<file path="src/rtl/mux_scan_ctrl_if.sv">
// mux_scan_ctrl_if: scan request, 4:1 mux select/return and frame handshake bundle
//   start, mode        scan request / single(0) or continuous(1) selection
//   sel, q_in          channel select to the downstream mux and its returned output
//   frame, frame_valid assembled 4-bit frame and its valid flag
//   frame_ready        consumer accept
//   busy, overrun      scanning status and sticky overwrite flag
// master: the scan controller; slave: the requester/consumer and mux side.
interface mux_scan_ctrl_if;
    logic       start;
    logic       mode;
    logic [1:0] sel;
    logic       q_in;
    logic [3:0] frame;
    logic       frame_valid;
    logic       frame_ready;
    logic       busy;
    logic       overrun;
    modport master (
        input  start, mode, q_in, frame_ready,
        output sel, frame, frame_valid, busy, overrun
    );
    modport slave (
        output start, mode, q_in, frame_ready,
        input  sel, frame, frame_valid, busy, overrun
    );
endinterface

</file>
<file path="src/rtl/mux_scan_ctrl.sv">
// mux_scan_ctrl: steps a 4:1 mux through its channels and assembles q_in samples into frames
//   clk      system clock, rising edge
//   reset_n  asynchronous active-low reset
//   bus      mux_scan_ctrl_if.master (start/mode in, sel/q_in mux loop, frame handshake, busy/overrun)
//   DWELL    cycles spent on each channel before sampling, 1..15
module mux_scan_ctrl #(
    parameter int DWELL = 4
) (
    input  logic                  clk,
    input  logic                  reset_n,
    mux_scan_ctrl_if.master       bus
);
    typedef enum logic {IDLE, SCAN} state_t;
    localparam logic [3:0] LAST = 4'(DWELL - 1);
    state_t     state_q, state_d;
    logic [3:0] cnt_q, cnt_d;
    logic [2:0] sh_q, sh_d;
    logic [1:0] sel_q, sel_d;
    logic       cont_q, cont_d;
    logic       stop_q, stop_d;
    logic [3:0] frame_q, frame_d;
    logic       fv_q, fv_d;
    logic       ovr_q, ovr_d;
    logic       samp, done;
    assign samp = (state_q == SCAN) && (cnt_q == LAST);
    assign done = samp && (sel_q == 2'd3);
    always_comb begin
        state_d = state_q;
        cnt_d   = cnt_q;
        sh_d    = sh_q;
        sel_d   = sel_q;
        cont_d  = cont_q;
        stop_d  = stop_q;
        frame_d = frame_q;
        fv_d    = fv_q;
        ovr_d   = ovr_q;
        if (fv_q && bus.frame_ready)
            fv_d = 1'b0;
        if (state_q == IDLE) begin
            if (bus.start) begin
                state_d = SCAN;
                cnt_d   = 4'd0;
                sel_d   = 2'd0;
                cont_d  = bus.mode;
                stop_d  = 1'b0;
                ovr_d   = 1'b0;
            end
        end else begin
            cnt_d = samp ? 4'd0 : cnt_q + 4'd1;
            if (bus.start && cont_q)
                stop_d = 1'b1;
            // Samples shift in from the top, so channel 0 ends up in sh_q[0].
            if (samp) begin
                sh_d  = {bus.q_in, sh_q[2:1]};
                sel_d = sel_q + 2'd1;
            end
            // A completing frame wins over a same-edge accept: valid stays set.
            if (done) begin
                frame_d = {bus.q_in, sh_q};
                fv_d    = 1'b1;
                if (fv_q && !bus.frame_ready)
                    ovr_d = 1'b1;
                if (!cont_q || stop_q) begin
                    state_d = IDLE;
                    sel_d   = 2'd0;
                    stop_d  = 1'b0;
                end
            end
        end
    end
    always_ff @(posedge clk or negedge reset_n) begin
        if (!reset_n) begin
            state_q <= IDLE;
            cnt_q   <= 4'd0;
            sh_q    <= 3'd0;
            sel_q   <= 2'd0;
            cont_q  <= 1'b0;
            stop_q  <= 1'b0;
            frame_q <= 4'd0;
            fv_q    <= 1'b0;
            ovr_q   <= 1'b0;
        end else begin
            state_q <= state_d;
            cnt_q   <= cnt_d;
            sh_q    <= sh_d;
            sel_q   <= sel_d;
            cont_q  <= cont_d;
            stop_q  <= stop_d;
            frame_q <= frame_d;
            fv_q    <= fv_d;
            ovr_q   <= ovr_d;
        end
    end
    assign bus.sel         = sel_q;
    assign bus.frame       = frame_q;
    assign bus.frame_valid = fv_q;
    assign bus.busy        = (state_q == SCAN);
    assign bus.overrun     = ovr_q;
endmodule

</file>
<file path="src/flat_wrapper.sv">
// flat-port wrapper written by rule: the top's interface ports become plain ports
module mux_scan_ctrl_flat 
#(
    parameter int DWELL = 4
)
  (clk, reset_n, bus_start, bus_mode, bus_q_in, bus_frame_ready, bus_sel, bus_frame, bus_frame_valid, bus_busy, bus_overrun);
  mux_scan_ctrl_if bus_i ();
  input  logic clk;
  input  logic reset_n;
  input wire logic [$bits(bus_i.start)-1:0] bus_start;
  input wire logic [$bits(bus_i.mode)-1:0] bus_mode;
  input wire logic [$bits(bus_i.q_in)-1:0] bus_q_in;
  input wire logic [$bits(bus_i.frame_ready)-1:0] bus_frame_ready;
  output wire logic [$bits(bus_i.sel)-1:0] bus_sel;
  output wire logic [$bits(bus_i.frame)-1:0] bus_frame;
  output wire logic [$bits(bus_i.frame_valid)-1:0] bus_frame_valid;
  output wire logic [$bits(bus_i.busy)-1:0] bus_busy;
  output wire logic [$bits(bus_i.overrun)-1:0] bus_overrun;
  assign bus_i.start = bus_start;
  assign bus_i.mode = bus_mode;
  assign bus_i.q_in = bus_q_in;
  assign bus_i.frame_ready = bus_frame_ready;
  assign bus_sel = bus_i.sel;
  assign bus_frame = bus_i.frame;
  assign bus_frame_valid = bus_i.frame_valid;
  assign bus_busy = bus_i.busy;
  assign bus_overrun = bus_i.overrun;
  mux_scan_ctrl #(.DWELL(DWELL)) u_core (.clk(clk), .reset_n(reset_n), .bus(bus_i));
endmodule
</file>
<file path="config.mk">
export PLATFORM = sky130hd
export DESIGN_NAME = mux_scan_ctrl_flat
export DESIGN_NICKNAME = d
export VERILOG_FILES = /design/src/rtl/mux_scan_ctrl_if.sv /design/src/rtl/mux_scan_ctrl.sv /design/src/flat_wrapper.sv
export SDC_FILE = /design/constraint.sdc
export NUM_CORES = 1
export LEC_CHECK = 0
export ABC_AREA = 1
export ABC_CLOCK_PERIOD_IN_PS = 1500
export CAP_MARGIN = 10
export CELL_PAD_IN_SITES_DETAIL_PLACEMENT = 0
export CELL_PAD_IN_SITES_GLOBAL_PLACEMENT = 1
export CORE_MARGIN = 10
export CORE_UTILIZATION = 37
export DETAILED_ROUTE_END_ITERATION = 10
export PLACE_DENSITY_LB_ADDON = 0.3
export SETUP_SLACK_MARGIN = 0.05
export SYNTH_ARGS = -nofsm -noshare
export SYNTH_HDL_FRONTEND = slang
export SYNTH_SLANG_ARGS = --single-unit
</file>
<file path="constraint.sdc">
create_clock -name clk -period 1.5 [get_ports clk]
set_input_delay 0.15 -clock clk [delete_from_list [all_inputs] [get_ports clk]]
set_output_delay 0.15 -clock clk [all_outputs]
set_load 0.1 [all_outputs]
</file>
==> qor.yml <==
status: "complete, no violations"
hold_path_class: "primary input to asynchronous set/reset pin"
ant_nets: 0
gp_congestion: 0.759
critical_path_required_ns: 1.69
vias_per_cell: 4.61
dpl.hpwl_um: 1310
grt_pass1_wl_um: 3040
final-hold-violation-count: 0
hold_buffers: 0
vias: 645
antenna_cells: 0
antenna_found_initial: 0
yosys_warnings: 0
setup.worst_path.end_class: "flip-flop"
synth-edff-count: 0
htreeDepth: 1
yosysUniqueCellTypes: 18
io_pins: 15
grtUsageTotal_pct: 8.69
synth_area_leaders: "dfrtp_1 (54%), nand2_1 (14%), o21ai_1 (6.6%), inv_1 (5.4%), ha_1 (3.0%)"
ys_seq_elements: 18
core-area_sq_um: 2170
cap_viol_max_count: 0
setup_viol: 0
worst_pin_slew_ns: 0.325
cts_root_buf: "clkbuf_4"
die_w_um: 67.5
max_freq_mhz: 758
synth.most_common_cell: "nand2_1"
slew_headroom_pct: 78.3
die_area_sq_um: 4550
syn_inst: 94
critPathMaxFanout: 5
drc: 0
grt_max_degree: 19
portBuffers: 14
clk_path_buf_depth: 2
synthTopCellsByCount: "nand2_1 (30), dfrtp_1 (18), inv_1 (12)"
clock_sinks: 18
whs_ns: 0.171
p_leak_uw: 0.000551
syn-num-nets: 102
fin_nets: 121
syn-cell-area_sq_um: 833
start_util_pct: 38.4
dp_cells: 136
cts_inserted_buffers: 3
power.total_uw: 2620
rsz0062_at_grt: "false"
cts_tree: "built"
critPathLaunchType: "flip-flop"
wl_per_cell_um: 12.0
ir_drop_mv: 1.40
synth_top_area_share_pct: 54.1
synthArstFlopShare_pct: 100
final_util_pct: 52.5
period_needed_ns: 1.32
crit_type: "flip-flop to flip-flop"
syn_area_per_cell_sq_um: 8.86
drive_gt1_share_pct: 22.3
die_h_um: 67.5
ys_seq_area_share_pct: 54.1
clk_pin_slew_ns: 0.11
wl_um: 1680
period_share_pct: 88.0
ctsResizeCount: 0
first_global_vias: 666
num_rows: 17
slew_viol_final: 0
overflow: 0
drt_first_pass_iters: 3
fin_skew_ns: 0.00662
synthToLayoutAreaGrowth_pct: 36.6
drt_iter0_markers: 20
finalNonFillerCells: 140
tns_ns: 0
crit_arrival_ns: 1.51
powerDensity_nw_per_um2: 2300
cts_setup_buffers: 0
yosys.area.top_type: "dfrtp_1"
clk-insertion-delay-late_ns: 0.29
synth_ff_type: "dfrtp_1"
## flip-flops by register name, indices dropped and copies added, names as in the netlist
signal	cells
u_core.cont_q	1
u_core.bus.sel	2
u_core.cnt_q	4
u_core.bus.overrun	1
u_core.stop_q	1
u_core.bus.frame_valid	1
u_core.bus.frame	4
u_core.bus.busy	1
u_core.sh_q	3
## where the power goes
group	leakage, uW	internal, uW	switching (uW)
clock network	0.0000210	148	153
registers	0.000218	684	241
logic	0.000311	499	893
total	0.000551	1330	1290
## cell usage in the layout (no fill, tap or decap)
cell,n
clkdlybuf4s50_1,5
dfrtp_2,3
clkbuf_8,1
o21ai_1,11
xor2_1,1
nor2_4,1
nand4_2,1
nand3_2,1
buf_12,9
nor2_1,2
inv_1,12
buf_4,1
inv_2,1
dfrtp_1,15
ha_1,2
nand3_4,1
nand2_1,30
clkbuf_4,3
nand3_1,5
nand2_2,1
nor2_2,2
nand4_1,2
o21ai_0,2
## path summary, 6_finish.rpt
kind                       slack (ns)                         from                         endpoint  depth (start not counted)
max                              0.18  u_core.cnt_q[0]$_DFFE_PN0P_    u_core.bus.sel[0]$_DFFE_PN0P_                          6
min                              0.17                      reset_n  u_core.bus.frame[0]$_DFFE_PN0P_                          2
max reg2reg                      0.18  u_core.cnt_q[0]$_DFFE_PN0P_    u_core.bus.sel[0]$_DFFE_PN0P_                          6
min reg2reg                      0.50   u_core.sh_q[1]$_DFFE_PN0P_       u_core.sh_q[1]$_DFFE_PN0P_                          2
max in group asynchronous        1.12                      reset_n        u_core.bus.busy$_DFF_PN0_                          2
min in group clk                 0.42                     bus_q_in  u_core.bus.frame[3]$_DFFE_PN0P_                          3
## final cells by class
class,count,area [sq um]
fill,223,1030
sequential,18,454
multi-input combinational,62,327
timing repair buffer,15,238
inverter,13,48.8
clock buffer,4,36.3
tap,28,35.0
## layer usage
metal | up-vias | track usage [%] | routed length (um)
met1 | 299 | 10.5 | 752
met2 | 8 | 12.8 | 800
li1 | 336 | - | -
met3 | 2 | 4.30 | 117
met5 | - | 0 | 0
met4 | 0 | 3.85 | 10
## metrics by stage
stage | setup WS, ns | cell area [sq um]
5_1_grt | 0.0504 | 1140
4_1_cts | 0.166 | 1140
3_3_place_gp | 0.208 | 1100
3_5_place_dp | 0.173 | 1100
2_1_floorplan | 0.117 | 837
6_report | 0.180 | 1140
## cells by family after synthesis
group | count (synthesis) | share of synthesized area, %
buf+inv | 14 | 6.76
compound gates | 13 | 7.81
xor+xnor | 1 | 1.05
fa+ha+maj | 2 | 3.00
simple gates | 46 | 27.3
flops | 18 | 54.1
## critical path, stage by stage (launching register included)
cell and delay (ns):
dfrtp_1 0.40, ha_1 0.28, nand2_2 0.11, nor2_4 0.13, nand4_2 0.13, nand3_1 0.11, nand2_1 0.06
No activity file was read; power rests on OpenSTA's default activity.
